`config.mk`:
```
export PLATFORM = sky130hd
export DESIGN_NAME = sensor_calib_scheduler_flat
export DESIGN_NICKNAME = d
export VERILOG_FILES = /design/src/rtl/sensor_calib_scheduler_if.sv /design/src/rtl/sensor_calib_scheduler.sv /design/src/flat_wrapper.sv
export SDC_FILE = /design/constraint.sdc
export NUM_CORES = 1
export LEC_CHECK = 0
export CAP_MARGIN = 25
export CORE_UTILIZATION = 30
export DETAILED_ROUTE_END_ITERATION = 6
export PLACE_DENSITY_LB_ADDON = 0.1
export SYNTH_ARGS = -nofsm -noshare
export SYNTH_HDL_FRONTEND = slang
export SYNTH_SLANG_ARGS = --single-unit
```
`constraint.sdc`:
```
create_clock -name system_clk -period 3.1 [get_ports system_clk]
set_clock_uncertainty 0.05 [all_clocks]
set_input_delay 0.465 -clock system_clk [delete_from_list [all_inputs] [get_ports system_clk]]
set_output_delay 0.465 -clock system_clk [all_outputs]
set_load 0.03 [all_outputs]
```
`src/rtl/sensor_calib_scheduler_if.sv`:
```
// Control/status bundle between the calibration scheduler and its controller.
// The slave side is the scheduler; the master side drives start/abort/mask/window/sample.
interface sensor_calib_scheduler_if #(
  parameter int N_SENSORS    = 5,
  parameter int SENSOR_WIDTH = 16
);
  localparam int IDW = (N_SENSORS > 1) ? $clog2(N_SENSORS) : 1;
  localparam int CW  = $clog2(SENSOR_WIDTH + 1);

  logic                    start_i;
  logic                    abort_i;
  logic [N_SENSORS-1:0]    calib_mask_i;
  logic [CW-1:0]           target_lo_i;
  logic [CW-1:0]           target_hi_i;
  logic [SENSOR_WIDTH-1:0] sensor_data_i;
  logic [IDW-1:0]          sens_calib_o;
  logic                    calib_trg_o;
  logic                    busy_o;
  logic                    done_o;
  logic                    aborted_o;
  logic [N_SENSORS-1:0]    pass_mask_o;
  logic [N_SENSORS-1:0]    fail_mask_o;
  logic [CW-1:0]           last_count_o;

  modport master (
    output start_i, abort_i, calib_mask_i, target_lo_i, target_hi_i, sensor_data_i,
    input  sens_calib_o, calib_trg_o, busy_o, done_o, aborted_o,
           pass_mask_o, fail_mask_o, last_count_o
  );

  modport slave (
    input  start_i, abort_i, calib_mask_i, target_lo_i, target_hi_i, sensor_data_i,
    output sens_calib_o, calib_trg_o, busy_o, done_o, aborted_o,
           pass_mask_o, fail_mask_o, last_count_o
  );
endinterface

```
`src/rtl/sensor_calib_scheduler.sv`:
```
// Walks the enabled sensors, triggers calibration, waits for settling and checks the
// thermometer popcount against an inclusive window, retrying up to MAX_TRIES times.
module sensor_calib_scheduler #(
  parameter int N_SENSORS     = 5,
  parameter int SENSOR_WIDTH  = 16,
  parameter int SETTLE_CYCLES = 4,
  parameter int MAX_TRIES     = 3
) (
  input  logic system_clk,
  input  logic reset_n,
  sensor_calib_scheduler_if.slave bus
);
  localparam int IDW = (N_SENSORS > 1) ? $clog2(N_SENSORS) : 1;
  localparam int CW  = $clog2(SENSOR_WIDTH + 1);

  typedef enum logic [2:0] {IDLE, SELECT, TRIG, SETTLE, SAMPLE, NEXT, DONE} state_t;

  state_t               state_reg, state_next;
  logic [N_SENSORS-1:0] mask_reg, pass_reg, fail_reg;
  logic [IDW-1:0]       idx_reg, sens_reg;
  logic [3:0]           tries_reg;
  logic [7:0]           settle_reg;
  logic [CW-1:0]        last_reg;
  logic                 trg_reg, busy_reg, done_reg, aborted_reg;

  logic [N_SENSORS-1:0] from_idx, after_idx;
  logic                 found, has_after, in_window, abort_taken;
  logic [IDW-1:0]       sel_id;
  logic [CW-1:0]        cnt;

  generate
    for (genvar gi = 0; gi < N_SENSORS; gi++) begin : g_cand
      localparam logic [IDW-1:0] ID = IDW'(gi);
      assign from_idx[gi]  = mask_reg[gi] && (ID >= idx_reg);
      assign after_idx[gi] = mask_reg[gi] && (ID > idx_reg);
    end
  endgenerate

  // Lowest enabled id at or above idx; higher indices are overridden by lower ones.
  always_comb begin
    found  = 1'b0;
    sel_id = '0;
    for (int i = N_SENSORS - 1; i >= 0; i--) begin
      if (from_idx[i]) begin
        found  = 1'b1;
        sel_id = IDW'(i);
      end
    end
  end

  assign has_after = |after_idx;

  always_comb begin
    cnt = '0;
    for (int i = 0; i < SENSOR_WIDTH; i++) cnt = cnt + CW'(bus.sensor_data_i[i]);
  end

  assign in_window   = (cnt >= bus.target_lo_i) && (cnt <= bus.target_hi_i);
  assign abort_taken = bus.abort_i && (state_reg != IDLE);

  always_comb begin
    state_next = state_reg;
    case (state_reg)
      IDLE:   if (bus.start_i) state_next = (bus.calib_mask_i == '0) ? DONE : SELECT;
      SELECT: state_next = found ? TRIG : DONE;
      TRIG:   state_next = SETTLE;
      SETTLE: if (settle_reg == 8'd0) state_next = SAMPLE;
      SAMPLE: begin
        if (in_window)                      state_next = NEXT;
        else if (tries_reg < 4'(MAX_TRIES)) state_next = TRIG;
        else                                state_next = NEXT;
      end
      // Finishing straight from NEXT when no enabled sensor remains keeps the
      // pass length at exactly SETTLE_CYCLES+4 cycles per enabled sensor.
      NEXT:   state_next = has_after ? SELECT : DONE;
      DONE:   state_next = IDLE;
      default: state_next = IDLE;
    endcase
    if (abort_taken) state_next = IDLE;
  end

  always_ff @(posedge system_clk or negedge reset_n) begin
    if (!reset_n) begin
      state_reg   <= IDLE;
      mask_reg    <= '0;
      pass_reg    <= '0;
      fail_reg    <= '0;
      idx_reg     <= '0;
      sens_reg    <= '0;
      tries_reg   <= '0;
      settle_reg  <= '0;
      last_reg    <= '0;
      trg_reg     <= 1'b0;
      busy_reg    <= 1'b0;
      done_reg    <= 1'b0;
      aborted_reg <= 1'b0;
    end else begin
      state_reg   <= state_next;
      trg_reg     <= (state_next == TRIG);
      busy_reg    <= (state_next != IDLE);
      done_reg    <= (state_next == DONE);
      aborted_reg <= abort_taken;
      if (!abort_taken) begin
        case (state_reg)
          IDLE: if (bus.start_i) begin
            mask_reg <= bus.calib_mask_i;
            pass_reg <= '0;
            fail_reg <= '0;
            last_reg <= '0;
            idx_reg  <= '0;
          end
          SELECT: if (found) begin
            idx_reg   <= sel_id;
            sens_reg  <= sel_id;
            tries_reg <= '0;
          end
          TRIG: begin
            tries_reg  <= tries_reg + 4'd1;
            settle_reg <= 8'(SETTLE_CYCLES - 1);
          end
          SETTLE: if (settle_reg != 8'd0) settle_reg <= settle_reg - 8'd1;
          SAMPLE: begin
            last_reg <= cnt;
            if (in_window)                        pass_reg[idx_reg] <= 1'b1;
            else if (tries_reg >= 4'(MAX_TRIES)) fail_reg[idx_reg] <= 1'b1;
          end
          NEXT: if (has_after) idx_reg <= idx_reg + 1'b1;
          default: ;
        endcase
      end
    end
  end

  assign bus.sens_calib_o = sens_reg;
  assign bus.calib_trg_o  = trg_reg;
  assign bus.busy_o       = busy_reg;
  assign bus.done_o       = done_reg;
  assign bus.aborted_o    = aborted_reg;
  assign bus.pass_mask_o  = pass_reg;
  assign bus.fail_mask_o  = fail_reg;
  assign bus.last_count_o = last_reg;
endmodule

```
`src/flat_wrapper.sv`:
```
// flat-port wrapper written by rule: the top's interface ports become plain ports
module sensor_calib_scheduler_flat 
#(
  parameter int N_SENSORS     = 5,
  parameter int SENSOR_WIDTH  = 16,
  parameter int SETTLE_CYCLES = 4,
  parameter int MAX_TRIES     = 3
)
  (system_clk, reset_n, bus_start_i, bus_abort_i, bus_calib_mask_i, bus_target_lo_i, bus_target_hi_i, bus_sensor_data_i, bus_sens_calib_o, bus_calib_trg_o, bus_busy_o, bus_done_o, bus_aborted_o, bus_pass_mask_o, bus_fail_mask_o, bus_last_count_o);
  sensor_calib_scheduler_if #(.N_SENSORS(N_SENSORS), .SENSOR_WIDTH(SENSOR_WIDTH)) bus_i ();
  input  logic system_clk;
  input  logic reset_n;
  input wire logic [$bits(bus_i.start_i)-1:0] bus_start_i;
  input wire logic [$bits(bus_i.abort_i)-1:0] bus_abort_i;
  input wire logic [$bits(bus_i.calib_mask_i)-1:0] bus_calib_mask_i;
  input wire logic [$bits(bus_i.target_lo_i)-1:0] bus_target_lo_i;
  input wire logic [$bits(bus_i.target_hi_i)-1:0] bus_target_hi_i;
  input wire logic [$bits(bus_i.sensor_data_i)-1:0] bus_sensor_data_i;
  output wire logic [$bits(bus_i.sens_calib_o)-1:0] bus_sens_calib_o;
  output wire logic [$bits(bus_i.calib_trg_o)-1:0] bus_calib_trg_o;
  output wire logic [$bits(bus_i.busy_o)-1:0] bus_busy_o;
  output wire logic [$bits(bus_i.done_o)-1:0] bus_done_o;
  output wire logic [$bits(bus_i.aborted_o)-1:0] bus_aborted_o;
  output wire logic [$bits(bus_i.pass_mask_o)-1:0] bus_pass_mask_o;
  output wire logic [$bits(bus_i.fail_mask_o)-1:0] bus_fail_mask_o;
  output wire logic [$bits(bus_i.last_count_o)-1:0] bus_last_count_o;
  assign bus_i.start_i = bus_start_i;
  assign bus_i.abort_i = bus_abort_i;
  assign bus_i.calib_mask_i = bus_calib_mask_i;
  assign bus_i.target_lo_i = bus_target_lo_i;
  assign bus_i.target_hi_i = bus_target_hi_i;
  assign bus_i.sensor_data_i = bus_sensor_data_i;
  assign bus_sens_calib_o = bus_i.sens_calib_o;
  assign bus_calib_trg_o = bus_i.calib_trg_o;
  assign bus_busy_o = bus_i.busy_o;
  assign bus_done_o = bus_i.done_o;
  assign bus_aborted_o = bus_i.aborted_o;
  assign bus_pass_mask_o = bus_i.pass_mask_o;
  assign bus_fail_mask_o = bus_i.fail_mask_o;
  assign bus_last_count_o = bus_i.last_count_o;
  sensor_calib_scheduler #(.N_SENSORS(N_SENSORS), .SENSOR_WIDTH(SENSOR_WIDTH), .SETTLE_CYCLES(SETTLE_CYCLES), .MAX_TRIES(MAX_TRIES)) u_core (.system_clk(system_clk), .reset_n(reset_n), .bus(bus_i));
endmodule
```
==> qor.csv, run 1 <==
metric,value,unit
status,"finished, violations left",
failing checks,setup timing,
RR Endpoint,u_core.state_reg[2],
"flops & latches, synth",45,
min cycle time layout,4.90,ns
CP Class,in2reg,
Final #Nets,439,
ys async rst share,1.00,
Adder-Cell Fraction of Synth Area,0.157,
vias in the first global route,2453,
FMAX,0.204,GHz
CTS Sinks,45,
Sw Ratio,0.436,
first-pass iteration count of the detailed router,4,
most frequent cells in the layout,"48 x clkdlybuf4s50_1, 45 x dfrtp_1, 34 x inv_1",
"Max FO, Critical Path",3,
"Hold Vio Cnt, Final",0,
core area,9370,sq um
Post-Syn Instances,302,
clk slew on worst S/H paths,0.10,ns
Die X,101,um
compound-gate portion of the synthesized area,0.171,
worst r2r src,u_core.idx_reg[0],
Gate power share,0.589,
final slew viol count,0,
Post-Syn Nets,368,
DRC,0,
Internal Power,1.92,mW
Die ar.,10200,sq um
largest family of logic cells by synthesized area,compound AO/OA/AOI/OAI gates,
share of the synthesized area in the top cell type,0.383,
Post-Layout Cell Count,503,
Mapped Area,2940,sq um
DRT iter0 DRCs,91,
maximum VDD drop,0.000317,V
first-pass GRT wire length,11.8,mm
CP required,3.26,ns
yosys warns,0,
number of buffers inserted by port buffering,56,
clock share of power,0.135,
register area share after synthesis,0.383,
worst endpoint data arrival time,5.07,ns
final worst-path cycle share,1.58,
CTS tree,yes,
worst r2r path cells,8,
CTS max path bufs,2,
gp weighted congestion,0.799,
slew margin rel.,0.506,
area of the multi-input gates,1780,sq um
pwr dens,850,nW/um^2
worst-margin pin slew,0.742,ns
largest net degree at the start of global routing,26,
Sequential Power Share,0.276,
hold slack final,0.0647,ns
Rows,35,
Synth area leaders,"dfrtp_1 38%, ha_1 8.9%, fa_1 6.8%",
GRT overflow,0,
post-synthesis mux area share,0.0306,
# diodes,0,
Detailed Route WL,6.91,mm
Synth cell types,52,
Worst-Skew Late Latency,0.31,ns
CTS buffer count,5,
commonest register cell after synthesis,dfrtp_1,
Avg Inst Size Synth,9.74,sq um
"EDFF count, synth",0,
share of cells above drive strength 1,0.166,
Post-Place Cells,492,
vias per cell,4.74,
RSZ-0062 raised after global routing,true,
"area leader, netlist",dfrtp_1,
Pleak,1.81,nW
Hold Path Class,in2async,
CP Capture Type,flip-flop,
Final setup viols,20,
DP HPWL,5.36,mm
Root Driver,clkbuf_8,
"commonest non-fill, non-tap cell in the layout",clkdlybuf4s50_1,
H-tree Lvls,2,
Reg2Reg Setup Slack,0.66,ns
xor/xnor share of the synthesized area,0.0298,
Initial Utilization,0.314,
drt wl/cell,13.7,um
Layout area overhead,36.1,%
Die Ht,101,um
initial antenna violation count,0,
gr usage total,0.147,
simple-gate share of the synthesized area,0.168,
Final ANT Viol Nets,0,
I/O Pins,57,
Largest register FFs,8,
CP startpoint,bus_sensor_data_i[0],
fin worst setup slack,-1.80,ns
# Max-Cap Violations,0,
Storage cell area,1130,sq um
Worst setup SP type,input pin,
Vias,2383,
switching pwr,1.49,mW
# fillers,960,
-- stage by stage --
step | total power, mW | instance area, sq um | util | TNS, ns | setup slack [ns]
2_1_floorplan | 2.19 | 2990 | - | -28.33 | -1.76
3_3_place_gp | 2.73 | 3760 | 0.402 | -42.58 | -2.47
3_5_place_dp | 2.75 | 3780 | 0.404 | -43.84 | -2.55
4_1_cts | 3.28 | 3920 | 0.418 | -31.34 | -1.96
5_1_grt | 3.73 | 4000 | 0.427 | -32.38 | -1.99
6_report | 3.40 | 4000 | 0.427 | -28.95 | -1.80
-- cells in the mapped netlist (3+ instances only) --
cell / number
a21oi_1: 17
a22o_1: 10
nor2b_1: 8
a31oi_1: 4
nand2_1: 12
ha_1: 21
buf_2: 5
xnor2_1: 4
dfrtp_1: 45
nand2b_1: 6
fa_1: 10
xor2_1: 6
inv_1: 37
o21ai_1: 3
mux2_2: 8
nor2_1: 26
o21a_1: 5
o21ai_0: 9
a32o_1: 4
nor3_1: 14
and3_1: 4
nand3_1: 7
clkbuf_1: 3
a21o_1: 3
-- area by class of cell --
cell class	count	share of cell area
Sequential cell	45	0.281
Inverter	37	0.0347
Clock buffer	5	0.0172
Clock inverter	3	0.0116
Timing Repair Buffer	72	0.171
Tap cell	129	0.0403
Multi-Input combinational cell	212	0.444
-- per-layer routing --
metal / track usage / vias to the layer above / wire length (um)
met3: 0.0291 / 9 / 238
met4: 0.0312 / 0 / 63
li1: - / 1201 / -
met2: 0.242 / 37 / 3320
met1: 0.201 / 1136 / 3290
met5: 0 / - / 0
-- logic make-up (layout without fill, tap and decap cells) --
logic type | count (synthesis) | after routing
AND/OR/NAND/NOR | 91 | 91
flip-flops | 45 | 45
AO/OA/AOI/OAI | 72 | 72
buffers and inverters | 45 | 117
adder cells (fa/ha/maj) | 31 | 31
multiplexers | 8 | 8
XOR/XNOR | 10 | 10
-- worst max-delay path by stage --
stage                                endpoint  slack [ns]
finish                 u_core.bus.calib_trg_o       -1.80
global route        u_core.bus.fail_mask_o[4]       -1.99
CTS                    u_core.bus.calib_trg_o       -1.96
detailed placement     u_core.bus.calib_trg_o       -2.55
global placement    u_core.bus.fail_mask_o[4]       -2.47
floorplan              u_core.bus.calib_trg_o       -1.76
-- power groups by stage --
stage	clock network (mW)	logic (mW)	registers, mW
2_1_floorplan	0	1.25	0.938
3_3_place_gp	0	1.78	0.954
3_5_place_dp	0	1.80	0.951
4_1_cts	0.482	1.86	0.941
5_1_grt	0.499	2.26	0.972
6_report	0.459	2.00	0.940
-- repair_timing --
action,4_1_cts,5_1_grt
hold buffers,0,0
pin swaps,24,21
buffers inserted,1,4
setup endpoints to repair,20,20
resized for setup,22,11
-- critical path, stage by stage --
cell and delay [ns]:
buf_6 0.09, ha_4 0.25, inv_2 0.03, fa_1 0.48
fa_1 0.43, fa_1 0.53, fa_1 0.43, fa_2 0.36
fa_2 0.37, xnor2_2 0.20, ha_1 0.28, o21ai_1 0.14
a21oi_1 0.07, o31a_1 0.27, buf_4 0.16, o2111ai_4 0.22
a31oi_4 0.12, and3_1 0.16
No activity file was read; power rests on OpenSTA's default activity.
==> inputs of run 2 (changes only) <==
Settings changed: ABC_AREA from default to 1, SKIP_LAST_GASP from default to 1.
==> run 2 against run 1 <==
Net effect: the flow still finishes with violations (setup timing); first-iteration DRC count down 26%; area after synthesis up 9.3%; clock power down 20%; sequential power down 5.4%; register-to-register slack better by 0.39 ns; via count up 15%; critical path type unchanged.
==> qor.csv, run 2 <==
metric,value,unit
# diodes,0,
Hold Path Class,in2async,
failing checks,setup timing,
"count leader, synth",nand2_1,
CTS Sinks,45,
GRT overflow,0,
Layout area overhead,33.6,%
worst r2r src,u_core.state_reg[2],
Pwr Total,3.55,mW
Post-Syn Nets,478,
share of cells above drive strength 1,0.221,
DRC,0,
most frequent cells in the layout,"75 x nand2_1, 69 x inv_1, 48 x clkdlybuf4s50_1",
fin worst setup slack,-1.61,ns
"flops & latches, synth",45,
Final ANT Viol Nets,0,
most instantiated cells after synthesis,"91 x nand2_1, 75 x inv_1, 45 x dfrtp_1, 31 x nor2_1, 30 x o21ai_0",
Rows,37,
gp weighted congestion,0.779,
status,"finished, violations left",
"commonest non-fill, non-tap cell in the layout",nand2_1,
compound-gate portion of the synthesized area,0.0993,
Setup TNS,-27.44,ns
post-synthesis mux area share,0,
final slew viol count,0,
hold slack final,0.0968,ns
"Max FO, Critical Path",5,
Final setup viols,21,
"Hold Vio Cnt, Final",0,
CTS tree,yes,
largest family of logic cells by synthesized area,simple AND/OR/NAND/NOR gates,
Die X,105,um
first-pass iteration count of the detailed router,5,
H-tree Lvls,2,
ys async rst share,1.00,
first-pass GRT wire length,13.2,mm
Avg Inst Size Synth,7.80,sq um
CTS buffer count,5,
Mapped Area,3210,sq um
Post-Syn Instances,412,
CP Capture Type,flip-flop,
share of the synthesized area in the top cell type,0.350,
number of buffers inserted by port buffering,56,
clk slew on worst S/H paths,0.09,ns
final worst-path cycle share,1.52,
worst-margin pin slew,0.580,ns
pwr dens,826,nW/um^2
Worst-Skew Late Latency,0.31,ns
core area,10400,sq um
Synth cell types,34,
Largest register FFs,8,
min cycle time layout,4.71,ns
Final #Nets,550,
CP Class,in2reg,
Layout Utilization,0.414,
yosys warns,0,
worst r2r path cells,8,
Worst setup SP type,input pin,
Pleak,2.13,nW
simple-gate share of the synthesized area,0.286,
"EDFF count, synth",0,
slew margin rel.,0.614,
Synth area leaders,"dfrtp_1 35%, nand2_1 11%, inv_1 8.8%",
CP startpoint,bus_sensor_data_i[1],
maximum VDD drop,0.000367,V
Die Ht,105,um
worst endpoint data arrival time,4.86,ns
Initial Utilization,0.310,
commonest register cell after synthesis,dfrtp_1,
DP Worst Slack,-2.44,ns
Reg2Reg Setup Slack,1.05,ns
vias per cell,4.41,
vias in the first global route,2769,
Die ar.,11100,sq um
gr usage total,0.150,
"area leader, netlist",dfrtp_1,
Root Driver,clkbuf_8,
DRT iter0 DRCs,67,
RR Endpoint,u_core.bus.fail_mask_o[3],
xor/xnor share of the synthesized area,0.0109,
RSZ-0062 raised after global routing,true,
Adder-Cell Fraction of Synth Area,0.144,
drt wl/cell,12.2,um
CTS max path bufs,2,
Vias,2736,
largest net degree at the start of global routing,24,
DP HPWL,5.98,mm
register area share after synthesis,0.350,
Detailed Route WL,7.56,mm
CP required,3.25,ns
hold_buf cts,0,
FMAX,0.212,GHz
I/O Pins,57,
initial antenna violation count,0,
# Max-Cap Violations,0,
## run 2: logic make-up after synthesis
group,count (synthesis)
buffers and inverters,89
AO/OA/AOI/OAI,58
AND/OR/NAND/NOR,185
adder cells (fa/ha/maj),31
flip-flops,45
XOR/XNOR,4
## run 2: worst max-delay path, stage by stage
cell and delay [ns]:
buf_6 0.10, ha_4 0.25, inv_2 0.03, fa_1 0.49, fa_1 0.44, fa_1 0.54, fa_1 0.43, fa_2 0.36
fa_2 0.39, nor2_4 0.11, o21ai_2 0.08, inv_1 0.11, ha_4 0.21, nand2_2 0.06, nor2_2 0.05, nand2_1 0.06
nand3_1 0.09, nand2_2 0.09, nand2_4 0.09, buf_6 0.14, nand2_8 0.07, nand2_8 0.08, nand2_2 0.08, o21ai_2 0.05
## run 2: cell type report
type                            instances  area (sq um)
Fill cell                            1079          6080
Multi-Input combinational cell        279          1930
Sequential cell                        45          1130
Timing Repair Buffer                   68           666
Inverter                               85           319
Tap cell                              136           170
Clock buffer                            6          72.6
Clock inverter                          2          10.0
## run 2: how the worst max path moves through the flow
| stage | depth (start not counted) | end | slack (ns) |
|---|---|---|---|
| floorplan | 21 | u_core.bus.busy_o | -1.59 |
| global placement | 23 | u_core.bus.pass_mask_o[4] | -2.40 |
| detailed placement | 23 | u_core.bus.pass_mask_o[4] | -2.44 |
| CTS | 21 | u_core.bus.calib_trg_o | -1.82 |
| global route | 22 | u_core.bus.pass_mask_o[4] | -1.80 |
| finish | 24 | u_core.bus.pass_mask_o[4] | -1.61 |
## run 2: what timing repair did
item                                    4_1_cts  5_1_grt
pin swaps                                    25       27
buffers inserted                              3        0
endpoints found under the setup margin       21       21
cloned                                        1        0
gates resized for setup                      34       21
## run 2: routing by layer
layer / vias to the layer above / share of wire / track usage
met5: - / 0 / 0
met4: 0 / 0.013 / 0.0496
met3: 5 / 0.040 / 0.0322
met2: 57 / 0.49 / 0.254
met1: 1246 / 0.46 / 0.191
li1: 1428 / - / -
## run 2: report_power, final
| part | switching (mW) | internal [mW] |
|---|---|---|
| clock network | 0.210 | 0.157 |
| registers | 0.141 | 0.748 |
| logic | 1.37 | 0.919 |
| total | 1.72 | 1.82 |
## run 2: stage by stage
| stage | area [sq um] | instances |
|---|---|---|
| after global placement | 4030 | 609 |
| after global routing | 4290 | 621 |
| after detailed placement | 4050 | 610 |
| after CTS | 4200 | 621 |
| after floorplan | 3270 | 412 |
| final | 4290 | 621 |
==> inputs of run 3 (changes only) <==
Clock period 3.1 ns to 5.1 ns, I/O delays scaled along.
==> run 3 against run 2 <==
Net effect: the flow now finishes without violations; design area is 0.93% higher; worst setup slack better by 1.6 ns; global-route usage is 0.97 points lower; clock-buffer cell count stayed put; sequential cell count stayed put; cell count is 0.48% lower; non-clock buffer count is 3 lower.
==> qor.csv, run 3 (synthesis results as in run 2) <==
metric,value,unit
FMAX,0.197,GHz
gp weighted congestion,0.789,
Layout Utilization,0.418,
final slew viol count,0,
DRT iter0 DRCs,88,
initial antenna violation count,0,
Final #Nets,547,
Storage cell area,1130,sq um
min cycle time layout,5.09,ns
most frequent cells in the layout,"69 x inv_1, 67 x nand2_1, 48 x clkdlybuf4s50_1",
DP Worst Slack,-0.683,ns
Die Ht,105,um
I/O Pins,57,
worst endpoint data arrival time,5.23,ns
hold slack final,0.312,ns
"commonest non-fill, non-tap cell in the layout",inv_1,
Final setup viols,0,
Largest register FFs,8,
fin area,4330,sq um
DP HPWL,5.98,mm
Die X,105,um
RSZ-0062 raised after global routing,true,
Post-Place Cells,608,
drt wl/cell,12.2,um
"Hold Vio Cnt, Final",0,
core area,10400,sq um
worst r2r src,u_core.idx_reg[0],
H-tree Lvls,2,
GRT overflow,0,
Hold Path Class,in2async,
first-pass GRT wire length,12.5,mm
worst-margin pin slew,0.382,ns
pwr dens,521,nW/um^2
slew margin rel.,0.745,
RR Endpoint,u_core.bus.busy_o,
fin worst setup slack,0.0114,ns
gr usage total,0.141,
"Max FO, Critical Path",4,
Pwr Total,2.26,mW
largest net degree at the start of global routing,33,
vias per cell,4.42,
number of buffers inserted by port buffering,56,
Vias,2732,
first-pass iteration count of the detailed router,4,
CTS max path bufs,2,
CTS tree,yes,
Rows,37,
final worst-path cycle share,0.998,
worst r2r path cells,11,
CP required,5.24,ns
Initial Utilization,0.310,
Layout area overhead,34.9,%
Worst-Skew Late Latency,0.30,ns
share of cells above drive strength 1,0.239,
clk slew on worst S/H paths,0.09,ns
Worst setup SP type,input pin,
# fillers,1089,
# Max-Cap Violations,0,
CP Class,in2reg,
Reg2Reg Setup Slack,3.14,ns
CTS Sinks,45,
status,completed,
DRC,0,
Die ar.,11100,sq um
# diodes,0,
CTS buffer count,5,
Setup TNS,0,ns
Pleak,2.13,nW
area of the multi-input gates,1970,sq um
Detailed Route WL,7.56,mm
maximum VDD drop,0.000257,V
"Cell Area, Placed",3990,sq um
vias in the first global route,2694,
CP Capture Type,flip-flop,
Post-Layout Cell Count,618,
Root Driver,clkbuf_8,
Final ANT Viol Nets,0,
## run 3: area by class of cell
class,count,area share
well taps,136,0.0393
inverters,85,0.0736
repair buffers,65,0.146
clock inverters,2,0.00866
flip-flops and latches,45,0.260
multi-input cells,279,0.454
clock buffers,6,0.0191
## run 3: where the power goes
part	total, mW	leakage [nW]	switching [mW]	internal (mW)
Combinational	1.43	1.47	0.853	0.576
Clock	0.291	0.0574	0.131	0.160
Sequential	0.537	0.599	0.0823	0.455
## run 3: repair_timing
item                                    in CTS  in global routing
hold endpoints to repair                     0                  0
gates resized for setup                     25                 48
cloned                                       0                  1
endpoints found under the setup margin      16                 16
pin swaps                                   21                 27
hold buffers                                 0                  0
buffers inserted                             1                  0
## run 3: critical path, cell delays in order
cell	delay [ns]
buf_6	0.10
ha_4	0.25
inv_2	0.03
fa_1	0.47
fa_1	0.53
fa_1	0.58
fa_1	0.43
fa_2	0.37
fa_2	0.42
xnor2_4	0.24
ha_4	0.25
nand2_2	0.06
inv_2	0.03
nand2_2	0.05
nand2_2	0.06
nand2_2	0.07
nand2_2	0.06
nand2_4	0.13
nand2_4	0.08
nand2_4	0.09
nand2_2	0.05
nand2_2	0.06
nand3_2	0.07
## run 3: worst max path at each step
| stage | startpoint | endpoint | slack [ns] | cells after the start |
|---|---|---|---|---|
| after floorplan | bus_sensor_data_i[0] | u_core.bus.busy_o | 0.03 | 21 |
| after detailed placement | bus_sensor_data_i[0] | u_core.bus.calib_trg_o | -0.68 | 23 |
| final | bus_sensor_data_i[1] | u_core.bus.busy_o | 0.01 | 23 |
| after CTS | bus_sensor_data_i[0] | u_core.bus.calib_trg_o | -0.04 | 21 |
| after global placement | bus_sensor_data_i[0] | u_core.bus.calib_trg_o | -0.59 | 23 |
| after global routing | bus_sensor_data_i[1] | u_core.bus.calib_trg_o | -0.19 | 20 |
## run 3: metal layers
layer,track usage,wire length [um]
met5,0,0
met4,0.0387,140
met3,0.0266,265
met2,0.255,3800
met1,0.169,3350
